### src/rtl/narrow_16to12.sv
// Width-narrowing unit: takes IN_W-bit values, emits the low OUT_W bits through a
// 2-entry FIFO, flags lossy narrowings and keeps sticky/saturating loss statistics.
module narrow_16to12 #(
  parameter int IN_W  = 16,
  parameter int OUT_W = 12,
  parameter int CNT_W = 8
) (
  input  logic             CLK,
  input  logic             Reset,
  input  logic             in_valid,
  output logic             in_ready,
  input  logic [IN_W-1:0]  in_data,
  input  logic             in_signed,
  output logic             out_valid,
  input  logic             out_ready,
  output logic [OUT_W-1:0] out_data,
  output logic             out_lossy,
  output logic             lossy_sticky,
  output logic [CNT_W-1:0] lossy_count,
  input  logic             clr_stats
);

  localparam int UP_W = IN_W - OUT_W;
  localparam logic [CNT_W-1:0] CNT_MAX = {CNT_W{1'b1}};
  localparam logic [CNT_W-1:0] CNT_ONE = {{(CNT_W-1){1'b0}}, 1'b1};

  // Signed check: discarded upper bits must replicate the new sign bit.
  function automatic logic lossy_of(input logic [IN_W-1:0] d, input logic s);
    logic [UP_W-1:0] up;
    up = d[IN_W-1:OUT_W];
    if (s) begin
      lossy_of = (up != {UP_W{d[OUT_W-1]}});
    end else begin
      lossy_of = (up != {UP_W{1'b0}});
    end
  endfunction

  logic             head_valid_r, skid_valid_r;
  logic [OUT_W-1:0] head_data_r, skid_data_r;
  logic             head_lossy_r, skid_lossy_r;
  logic             sticky_r;
  logic [CNT_W-1:0] count_r;

  logic             head_valid_s, skid_valid_s;
  logic [OUT_W-1:0] head_data_s, skid_data_s;
  logic             head_lossy_s, skid_lossy_s;
  logic             sticky_s;
  logic [CNT_W-1:0] count_s, count_base_s;
  logic             push_s, pop_s, in_lossy_s;

  assign in_ready   = !(head_valid_r && skid_valid_r);
  assign push_s     = in_valid && in_ready;
  assign pop_s      = head_valid_r && out_ready;
  assign in_lossy_s = lossy_of(in_data, in_signed);

  // FIFO next state: head register feeds the outputs, skid holds the second entry.
  always_comb begin
    head_valid_s = head_valid_r;
    head_data_s  = head_data_r;
    head_lossy_s = head_lossy_r;
    skid_valid_s = skid_valid_r;
    skid_data_s  = skid_data_r;
    skid_lossy_s = skid_lossy_r;
    case ({head_valid_r, skid_valid_r})
      2'b00: begin
        if (push_s) begin
          head_valid_s = 1'b1;
          head_data_s  = in_data[OUT_W-1:0];
          head_lossy_s = in_lossy_s;
        end else begin
          head_valid_s = 1'b0;
        end
      end
      2'b10: begin
        if (push_s && pop_s) begin
          head_data_s  = in_data[OUT_W-1:0];
          head_lossy_s = in_lossy_s;
        end else if (push_s) begin
          skid_valid_s = 1'b1;
          skid_data_s  = in_data[OUT_W-1:0];
          skid_lossy_s = in_lossy_s;
        end else if (pop_s) begin
          head_valid_s = 1'b0;
        end else begin
          head_valid_s = 1'b1;
        end
      end
      2'b11: begin
        if (pop_s) begin
          head_data_s  = skid_data_r;
          head_lossy_s = skid_lossy_r;
          skid_valid_s = 1'b0;
        end else begin
          skid_valid_s = 1'b1;
        end
      end
      default: begin
        head_valid_s = 1'b0;
        skid_valid_s = 1'b0;
      end
    endcase
  end

  // Statistics: clear is applied first, then a lossy accept counts on top of it.
  always_comb begin
    count_base_s = clr_stats ? {CNT_W{1'b0}} : count_r;
    if (push_s && in_lossy_s) begin
      sticky_s = 1'b1;
      count_s  = (count_base_s == CNT_MAX) ? CNT_MAX : count_base_s + CNT_ONE;
    end else begin
      sticky_s = clr_stats ? 1'b0 : sticky_r;
      count_s  = count_base_s;
    end
  end

  // State registers with asynchronous reset.
  always_ff @(posedge CLK or posedge Reset) begin
    if (Reset) begin
      head_valid_r <= 1'b0;
      head_data_r  <= {OUT_W{1'b0}};
      head_lossy_r <= 1'b0;
      skid_valid_r <= 1'b0;
      skid_data_r  <= {OUT_W{1'b0}};
      skid_lossy_r <= 1'b0;
      sticky_r     <= 1'b0;
      count_r      <= {CNT_W{1'b0}};
    end else begin
      head_valid_r <= head_valid_s;
      head_data_r  <= head_data_s;
      head_lossy_r <= head_lossy_s;
      skid_valid_r <= skid_valid_s;
      skid_data_r  <= skid_data_s;
      skid_lossy_r <= skid_lossy_s;
      sticky_r     <= sticky_s;
      count_r      <= count_s;
    end
  end

  assign out_valid    = head_valid_r;
  assign out_data     = head_data_r;
  assign out_lossy    = head_lossy_r;
  assign lossy_sticky = sticky_r;
  assign lossy_count  = count_r;

endmodule
### config.mk
export PLATFORM = sky130hd
export DESIGN_NAME = narrow_16to12
export DESIGN_NICKNAME = d
export VERILOG_FILES = /design/src/rtl/narrow_16to12.sv
export SDC_FILE = /design/constraint.sdc
export NUM_CORES = 1
export LEC_CHECK = 0
export CAP_MARGIN = 30
export CORE_MARGIN = 2
export CORE_UTILIZATION = 30
export DETAILED_ROUTE_END_ITERATION = 10
export PLACE_DENSITY_LB_ADDON = 0.2
export RECOVER_POWER = 50
export SYNTH_ARGS = -nofsm -noshare
export SYNTH_HDL_FRONTEND = slang
export SYNTH_SLANG_ARGS = --single-unit
### constraint.sdc
create_clock -name CLK -period 3.27 [get_ports CLK]
set_clock_uncertainty 0.2 [all_clocks]
set_input_delay 0.654 -clock CLK [delete_from_list [all_inputs] [get_ports CLK]]
set_output_delay 0.654 -clock CLK [all_outputs]
set_load 0.01 [all_outputs]
Word-level counts from Yosys, hierarchy flattened:

Index checks and enable logic that the tools add are counted.

* register bits: 37
* input bits: 22
* logic and storage cells: 58

* add/subtract/negate cells: 1
* equality and inequality tests: 10
* mux-type cells: 22
* bitwise gates (word level): 3
* reduce and logical (&&, ||, !) cells: 14

Operator list (count)
* 12-bit two-way mux: 3
* 12-bit one-hot mux with 3 select lines: 1
* 8-bit two-way mux: 3
* 1-bit two-way mux: 12
* 2-bit != test, second input constant: 6
* 1-bit one-hot mux with 3 select lines: 3
* 3-bit AND reduction: 3
* 8-bit by 1-bit adder with 8-bit output, second input constant: 1
* 8-bit equality test, second input constant: 1
* 1-bit logical AND: 5
* 2-bit equality test, second input constant: 2
* 4-bit != test: 1
* 4-bit AND reduction: 1
* 4-bit nonzero test: 1
* 1-bit inverter: 3
* 3-bit nonzero test: 1
* 2-bit logical NOT: 1
* 2-bit nonzero test: 1
* 1-bit logical NOT: 1

Longest topological paths before layout:

Gate-level depths: netlist of run 1.

* depth in word-level cells: 6
* depth in mapped cells: 7
* depth with buffers taken out: 6

Least setup slack after synthesis of run 1:

Ideal clock, no wire load.

* path kind: register -> register
* from: reg head_valid_r, in the netlist out_valid
* to: reg head_data_r[0], in the netlist out_data[0]
* library setup time: 125 ps
* data arrival time: 1848 ps
* setup slack: 1096 ps
* stages on the path, launching flop included: 7
* cell sequence: dfrtp_1 inv_1 ha_1 or4_4 o21ai_4 buf_12 mux2_4

* word-level cells in the longest chain between the ends: 6

RTL lines
* start: declaration: line 38 `logic head_valid_r, skid_valid_r;`
* start signal: assignment: line 128 `head_valid_r <= head_valid_s;`
* 1-bit logical AND: line 51 `assign in_ready = !(head_valid_r && skid_valid_r);`
* 1-bit logical NOT: line 51
* 1-bit logical AND: line 52 `assign push_s = in_valid && in_ready;`
* 1-bit logical AND: line 75 `if (push_s && pop_s) begin`
* 2-bit != test (no line)
* 4-bit AND reduction (no line)
* end signal: assignment: line 120 `head_data_r <= {OUT_W{1'b0}};`
* end signal: assignment: line 129 `head_data_r <= head_data_s;`
* end: declaration: line 39 `logic [OUT_W-1:0] head_data_r, skid_data_r;`

Parallel ways exist; a longest one is shown, timed or not.
A chain may end at the register's enable or synchronous reset.

Final worst setup path of run 1:

* from: in in_valid
* to: reg head_data_r[8], in the netlist out_data[8]

* word-level cells in the longest chain between the ends: 4

RTL lines
* start: declaration: line 10 `input logic in_valid,`
* 1-bit logical AND *: line 52
* 1-bit logical AND: line 75
* 2-bit != test (no line)
* 4-bit AND reduction (no line) *

Mark *: on every way between the ends. The rest lies on a longest branch, timed or not.

==> results of run 1 <==
-- power by group through the flow --
stage / Sequential [mW] / Clock (mW) / Combinational [mW]
global placement: 0.765 / 0 / 1.07
detailed placement: 0.778 / 0 / 1.10
floorplan: 0.795 / 0 / 0.758
global route: 0.794 / 0.452 / 1.14
finish: 0.765 / 0.417 / 1.06
CTS: 0.770 / 0.429 / 1.10
-- cell type report --
cell class / count / area [sq um] / area share, %
Sequential cell: 37 / 926 / 36.5
Multi-Input combinational cell: 100 / 895 / 35.3
Timing Repair Buffer: 49 / 480 / 19.0
Tap cell: 75 / 93.8 / 3.70
Clock buffer: 6 / 82.6 / 3.26
Clock inverter: 2 / 37.5 / 1.48
Inverter: 5 / 18.8 / 0.741
-- per-stage QoR --
| stage | instance area [sq um] | hold WS, ps |
|---|---|---|
| after floorplan | 1900 | 274 |
| after global placement | 2410 | 280 |
| after detailed placement | 2410 | 282 |
| after CTS | 2530 | 311 |
| after global routing | 2530 | 323 |
| final | 2530 | 305 |
-- routing by layer --
metal / share of wire [%] / track usage (%)
met2: 49 / 20.1
met5: 0 / 0
met1: 45 / 15.1
met4: 1.1 / 3.81
met3: 4.6 / 3.26
-- cell usage after synthesis, types with 2 or more instances --
cell | number | area share, %
nand2_1 | 6 | 1.2
and3_1 | 3 | 0.99
mux2i_1 | 2 | 1.1
dfrtp_1 | 37 | 49
nor2b_1 | 3 | 0.99
mux2_2 | 29 | 17
a21oi_1 | 7 | 1.8
ha_1 | 3 | 2.0
a211oi_1 | 2 | 0.79
a31oi_1 | 2 | 0.66
nand2b_1 | 2 | 0.66
nand3_1 | 3 | 0.79
buf_4 | 3 | 1.2
inv_1 | 5 | 0.99
a41oi_1 | 4 | 1.8
clkbuf_1 | 2 | 0.40
buf_2 | 2 | 0.53
nor2_1 | 5 | 0.99
mux2_4 | 10 | 7.9
a31o_2 | 2 | 0.92
nand4_1 | 3 | 0.99
-- worst max-delay path: cells and delay by family --
kind	cells	cell delay, ps
simple gates	1	60
mux	1	400
compound gates	2	840
buf+inv	1	610
-- state kept, by name (all words and copies together) (netlist names) --
name	count
lossy_sticky	1
out_data	12
out_lossy	1
skid_valid_r	1
lossy_count	8
skid_data_r	12
out_valid	1
skid_lossy_r	1
-- cell families (layout without fill, tap and decap cells) --
group / count (synthesis) / count (layout)
AND/OR/NAND/NOR: 31 / 31
flip-flops: 37 / 37
multiplexers: 41 / 41
buffers and inverters: 13 / 62
AO/OA/AOI/OAI: 25 / 25
adder cells (fa/ha/maj): 3 / 3
-- final timing paths --
| kind | startpoint | to | slack, ps |
|---|---|---|---|
| max in group asynchronous | Reset | skid_data_r[10] | 1830 |
| setup reg to reg | out_valid | out_data[8] | 800 |
| hold reg to reg | out_data[10] | out_data[10] | 300 |
| min in group asynchronous | Reset | out_data[4] | 710 |
| hold / removal | out_data[10] | out_data[10] | 300 |
| setup / recovery | in_valid | out_data[8] | 680 |
==> qor.yml, run 1 <==
power:
  p_leak_nw: 1.06
  p_sw_mw: 0.705
  total_power_mw: 2.24
  cellInternalPower_mw: 1.54
  pwr-share-seq_pct: 34.1
  clockPowerShare_pct: 18.6
  ir_worst_vdd_mv: 0.332
  sw_frac_of_total_pct: 31.4
  power_density_mw_per_mm2: 885
  p_comb_share_pct: 47.3
placed_design:
  place_congestion: 0.855
  dp_cells: 266
  dpl.hpwl_um: 2930
  io_buffers: 45
  place_ws_ps: 437
die:
  die_w_um: 83.6
  io_pins: 46
  die_area_sq_mm: 0.00698
  core_area_sq_mm: 0.00603
  initial_utilization_pct: 31.5
  row_count: 28
  die_y_um: 83.6
yosys:
  avgSynthCellArea_sq_um: 12.7
  synth_edf_count: 0
  ys_warn_count: 0
  async_reset_ff_share_pct: 100
  synth-simple-area-share_pct: 9.03
  synth_area_sq_mm: 0.00190
  synth-xor-area-share_pct: 0
  synth_adder_area_share_pct: 1.98
  synth_seq_area_share_pct: 48.7
  ys.flop_type: "dfrtp_1"
  synth_cell_type_count: 36
  synth_fp_nets: 175
  synth-seq-cells: 37
  synth.area.mux_share_pct: 26.2
  synth_compound_area_share_pct: 9.95
  syn_inst: 150
  synth_top_family_by_area: "multiplexers"
worst_setup_path:
  cp-start-kind: "input port"
  path_cells: "dlygate4sd3_1, nor2b_1, o32a_1, o21ai_4, mux2_2"
  slowest_delay_ps: 610
  slowest_stage: "dlygate4sd3_1"
  worstSetupPathType: "in2reg"
  arrival_ps: 2570
  end_kind: "register"
  r2r_cells: 6
  cp_max_fo: 13
  cp.required_ps: 3250
clock_network:
  clk_pin_slew_ps: 80
  ctsHtreeMaxLevel: 2
  clkLatencyLatePin_ps: 290
  cts.sinks: 37
  cts_root_buffer: "clkbuf_8"
  postCtsSetupRepairBufs: 0
  cts_buffers: 5
  ctsHoldBuffers: 0
  cts-resized-gates: 0
  cts_buffer_depth: 2
  cts_tree: "done"
final_layout:
  fill_cells: 571
  area_delta_synth_final_pct: 33.4
  n_antenna_cell: 0
  final_common_cell: "dfrtp_1"
  fin_cells: 274
  fin_util_pct: 42.0
  fin_nets: 223
  final_cell_mix: "dfrtp_1, clkdlybuf4s50_1, mux2_2"
  drive_above_1_share_pct: 28.6
sta:
  max_freq_mhz: 386
  rsz0062_at_grt: "no"
  worstMarginPinSlew_ps: 876
  finalSetupTns_ps: 0
  setup_viol: 0
  post-route-period-util_pct: 79.1
  finalMaxSlewViolations: 0
  fin_ws_ps: 682
  relSlewSlack_pct: 39.9
  finalHoldViolCount: 0
  finalCriticalPeriod_ps: 2590
min_path:
  hp-class: "reg2reg"
  holdPathStages: 1
outcome:
  outcome: "complete, no violations"
drt:
  first_iter_violations: 39
  first_pass_iters: 4
  wirelength_um: 4100
  drc_errors: 0
  via_per_inst: 5.00
  avgRoutedWirePerCell_um: 14.9
  ant_nets: 0
  dr_total_vias: 1371
run:
  max_cap_viol_count: 0
global_route:
  grt_pass1_vias: 1481
  grt_overflow_total: 0
  antenna_found_initial: 0
  grt_max_degree: 38
  grt_usage_pct: 12.0
  grt_pass1_wl_um: 6880
Power figures use the tool's default switching activity.
==> run 2: changes to the inputs <==
==> constraint.sdc (replaced) <==
create_clock -name CLK -period 2.05 [get_ports CLK]
set_clock_uncertainty 0.2 [all_clocks]
set_input_delay 0.41 -clock CLK [delete_from_list [all_inputs] [get_ports CLK]]
set_output_delay 0.41 -clock CLK [all_outputs]
set_load 0.01 [all_outputs]
==> qor.yml, run 2 (same netlist as run 1, synthesis figures left out) <==
outcome:
  outcome: "finished, violations left"  # was complete, no violations
  violations: "setup timing"
power:
  sw_frac_of_total_pct: 29.6  # was 31.4%
  cellInternalPower_mw: 2.83  # was 1.54 mW
  total_power_mw: 4.02  # was 2.24 mW
  clockPowerShare_pct: 18.7  # was 18.6%
  p_leak_nw: 1.15  # was 1.06 nW
  p_sw_mw: 1.19  # was 0.705 mW
  p_comb_share_pct: 50.9  # was 47.3%
  pwr-share-seq_pct: 30.4  # was 34.1%
  power_density_mw_per_mm2: 1490  # was 885 mW/mm^2
  ir_worst_vdd_mv: 0.551  # was 0.332 mV
drt:
  first_iter_violations: 35  # was 39
  ant_nets: 0  # unchanged
  via_per_inst: 4.90  # was 5.00
  first_pass_iters: 4  # unchanged
  dr_total_vias: 1417  # was 1371
  avgRoutedWirePerCell_um: 14.4  # was 14.9 um
  wirelength_um: 4160  # was 4100 um
  drc_errors: 0  # unchanged
placed_design:
  place_area_sq_mm: 0.00256  # was 0.00241 sq mm
  place_congestion: 0.860  # was 0.855
  io_buffers: 45  # unchanged
  dpl.hpwl_um: 2910  # was 2930 um
worst_setup_path:
  cp.required_ps: 2030  # was 3250 ps
  end_kind: "register"  # unchanged
  path_cells: "ha_2, or4_4, o21ai_4, buf_12, mux2_2"  # was dlygate4sd3_1, nor2b_1, o32a_1, o21ai_4, mux2_2
  slowest_stage: "or4_4"  # was dlygate4sd3_1
  worstSetupPathType: "reg2reg"  # was in2reg
  slowest_delay_ps: 560  # was 610 ps
  worst-path-buf-inv: 1  # unchanged
  cp_max_fo: 7  # was 13
  arrival_ps: 2110  # was 2570 ps
  path_delay_family: "simple AND/OR/NAND/NOR gates"  # was compound AO/OA/AOI/OAI gates
  cp-start-kind: "register"  # was input port
die:
  row_count: 28  # unchanged
  initial_utilization_pct: 31.5  # unchanged
  core_area_sq_mm: 0.00603  # unchanged
  io_pins: 46  # unchanged
  die_w_um: 83.6  # unchanged
  die_y_um: 83.6  # unchanged
  die_area_sq_mm: 0.00698  # unchanged
sta:
  fin_ws_ps: -79.5  # was 682 ps
  finalCriticalPeriod_ps: 2130
  max_freq_mhz: 470
  finalHoldViolCount: 0  # unchanged
  setup_viol: 13  # was 0
  worstMarginPinSlew_ps: 902  # was 876 ps
  finalSetupTns_ps: -852  # was 0 ps
  rsz0062_at_grt: "yes"  # was no
  finalMaxSlewViolations: 0  # unchanged
  post-route-period-util_pct: 104
  relSlewSlack_pct: 39.8  # was 39.9%
run:
  max_cap_viol_count: 0  # unchanged
global_route:
  grt_overflow_total: 0  # unchanged
  grt_usage_pct: 12.5  # was 12.0%
  grt_max_degree: 38  # unchanged
  grt_pass1_vias: 1544  # was 1481
  grt_pass1_wl_um: 7070  # was 6880 um
  antenna_found_initial: 0  # unchanged
final_layout:
  final_cell_mix: "clkdlybuf4s50_1, dfrtp_1, mux2_2"  # was dfrtp_1, clkdlybuf4s50_1, mux2_2
  multi_input_area_sq_um: 910  # was 895 sq um
  final_common_cell: "clkdlybuf4s50_1"  # was dfrtp_1
  drive_above_1_share_pct: 36.0  # was 28.6%
  fin_nets: 238  # was 223
  seq_area_sq_um: 927  # was 926 sq um
  fill_cells: 568  # was 571
  area_delta_synth_final_pct: 42.6  # was 33.4%
  n_antenna_cell: 0  # unchanged
  design_area_sq_mm: 0.00271  # was 0.00253 sq mm
clock_network:
  cts.sinks: 37  # unchanged
  clk_pin_slew_ps: 70  # was 80 ps
  cts_buffers: 5  # unchanged
  cts_buffer_depth: 2  # unchanged
  cts_tree: "done"  # unchanged
  cts_root_buffer: "clkbuf_8"  # unchanged
  clkLatencyLatePin_ps: 290  # about the same
  postCtsSetupRepairBufs: 0  # unchanged
  ctsHoldBuffers: 0  # unchanged
  ctsHtreeMaxLevel: 2  # unchanged
min_path:
  hp-class: "reg2reg"  # unchanged
-- run 2: stage by stage --
step | instances | utilization [%] | hold slack, ps | setup slack, ps
2_1_floorplan | 150 | - | 274 | -48.0
3_3_place_gp | 280 | 42.5 | 278 | -246
3_5_place_dp | 280 | 42.5 | 272 | -281
4_1_cts | 288 | 44.7 | 305 | -89.7
5_1_grt | 289 | 44.9 | 317 | -136
6_report | 289 | 44.9 | 294 | -79.5
-- run 2: metal layers --
metal | track usage (%) | wire length [um] | vias up
met5 | 0 | 0 | -
met1 | 14.5 | 1850 | 684
met4 | 4.55 | 61 | 0
met3 | 4.95 | 267 | 7
met2 | 20.9 | 1990 | 44
li1 | - | - | 682
-- run 2: cell type report --
cell class	count	share of cell area, %
sequential	37	34.2
multi-input combinational	100	33.6
timing repair buffer	64	23.1
tap	75	3.47
clock buffer	5	2.54
clock inverter	3	2.40
inverter	5	0.693
-- run 2: final timing paths --
| path | start | endpoint | slack [ps] | cells after the start |
|---|---|---|---|---|
| worst max-delay path | out_valid | out_data[9] | -80 | 5 |
| worst min-delay path | lossy_sticky | lossy_sticky | 290 | 1 |
| worst max register to register | out_valid | out_data[9] | -80 | 5 |
| worst min register to register | lossy_sticky | lossy_sticky | 290 | 1 |
| max in group asynchronous | Reset | out_valid | 410 | 3 |
| min in group asynchronous | Reset | skid_data_r[11] | 630 | 3 |
-- run 2: repair_timing --
action	in CTS	in global routing
resized for setup	3	1
gates cloned	0	1
setup endpoints to repair	14	14
-- run 2: power groups by stage --
stage	registers, mW	clock network, mW	logic [mW]
global placement	1.22	0	1.93
detailed placement	1.23	0	1.99
finish	1.22	0.752	2.05
global route	1.26	0.817	2.22
CTS	1.23	0.773	1.99
floorplan	1.27	0	1.24
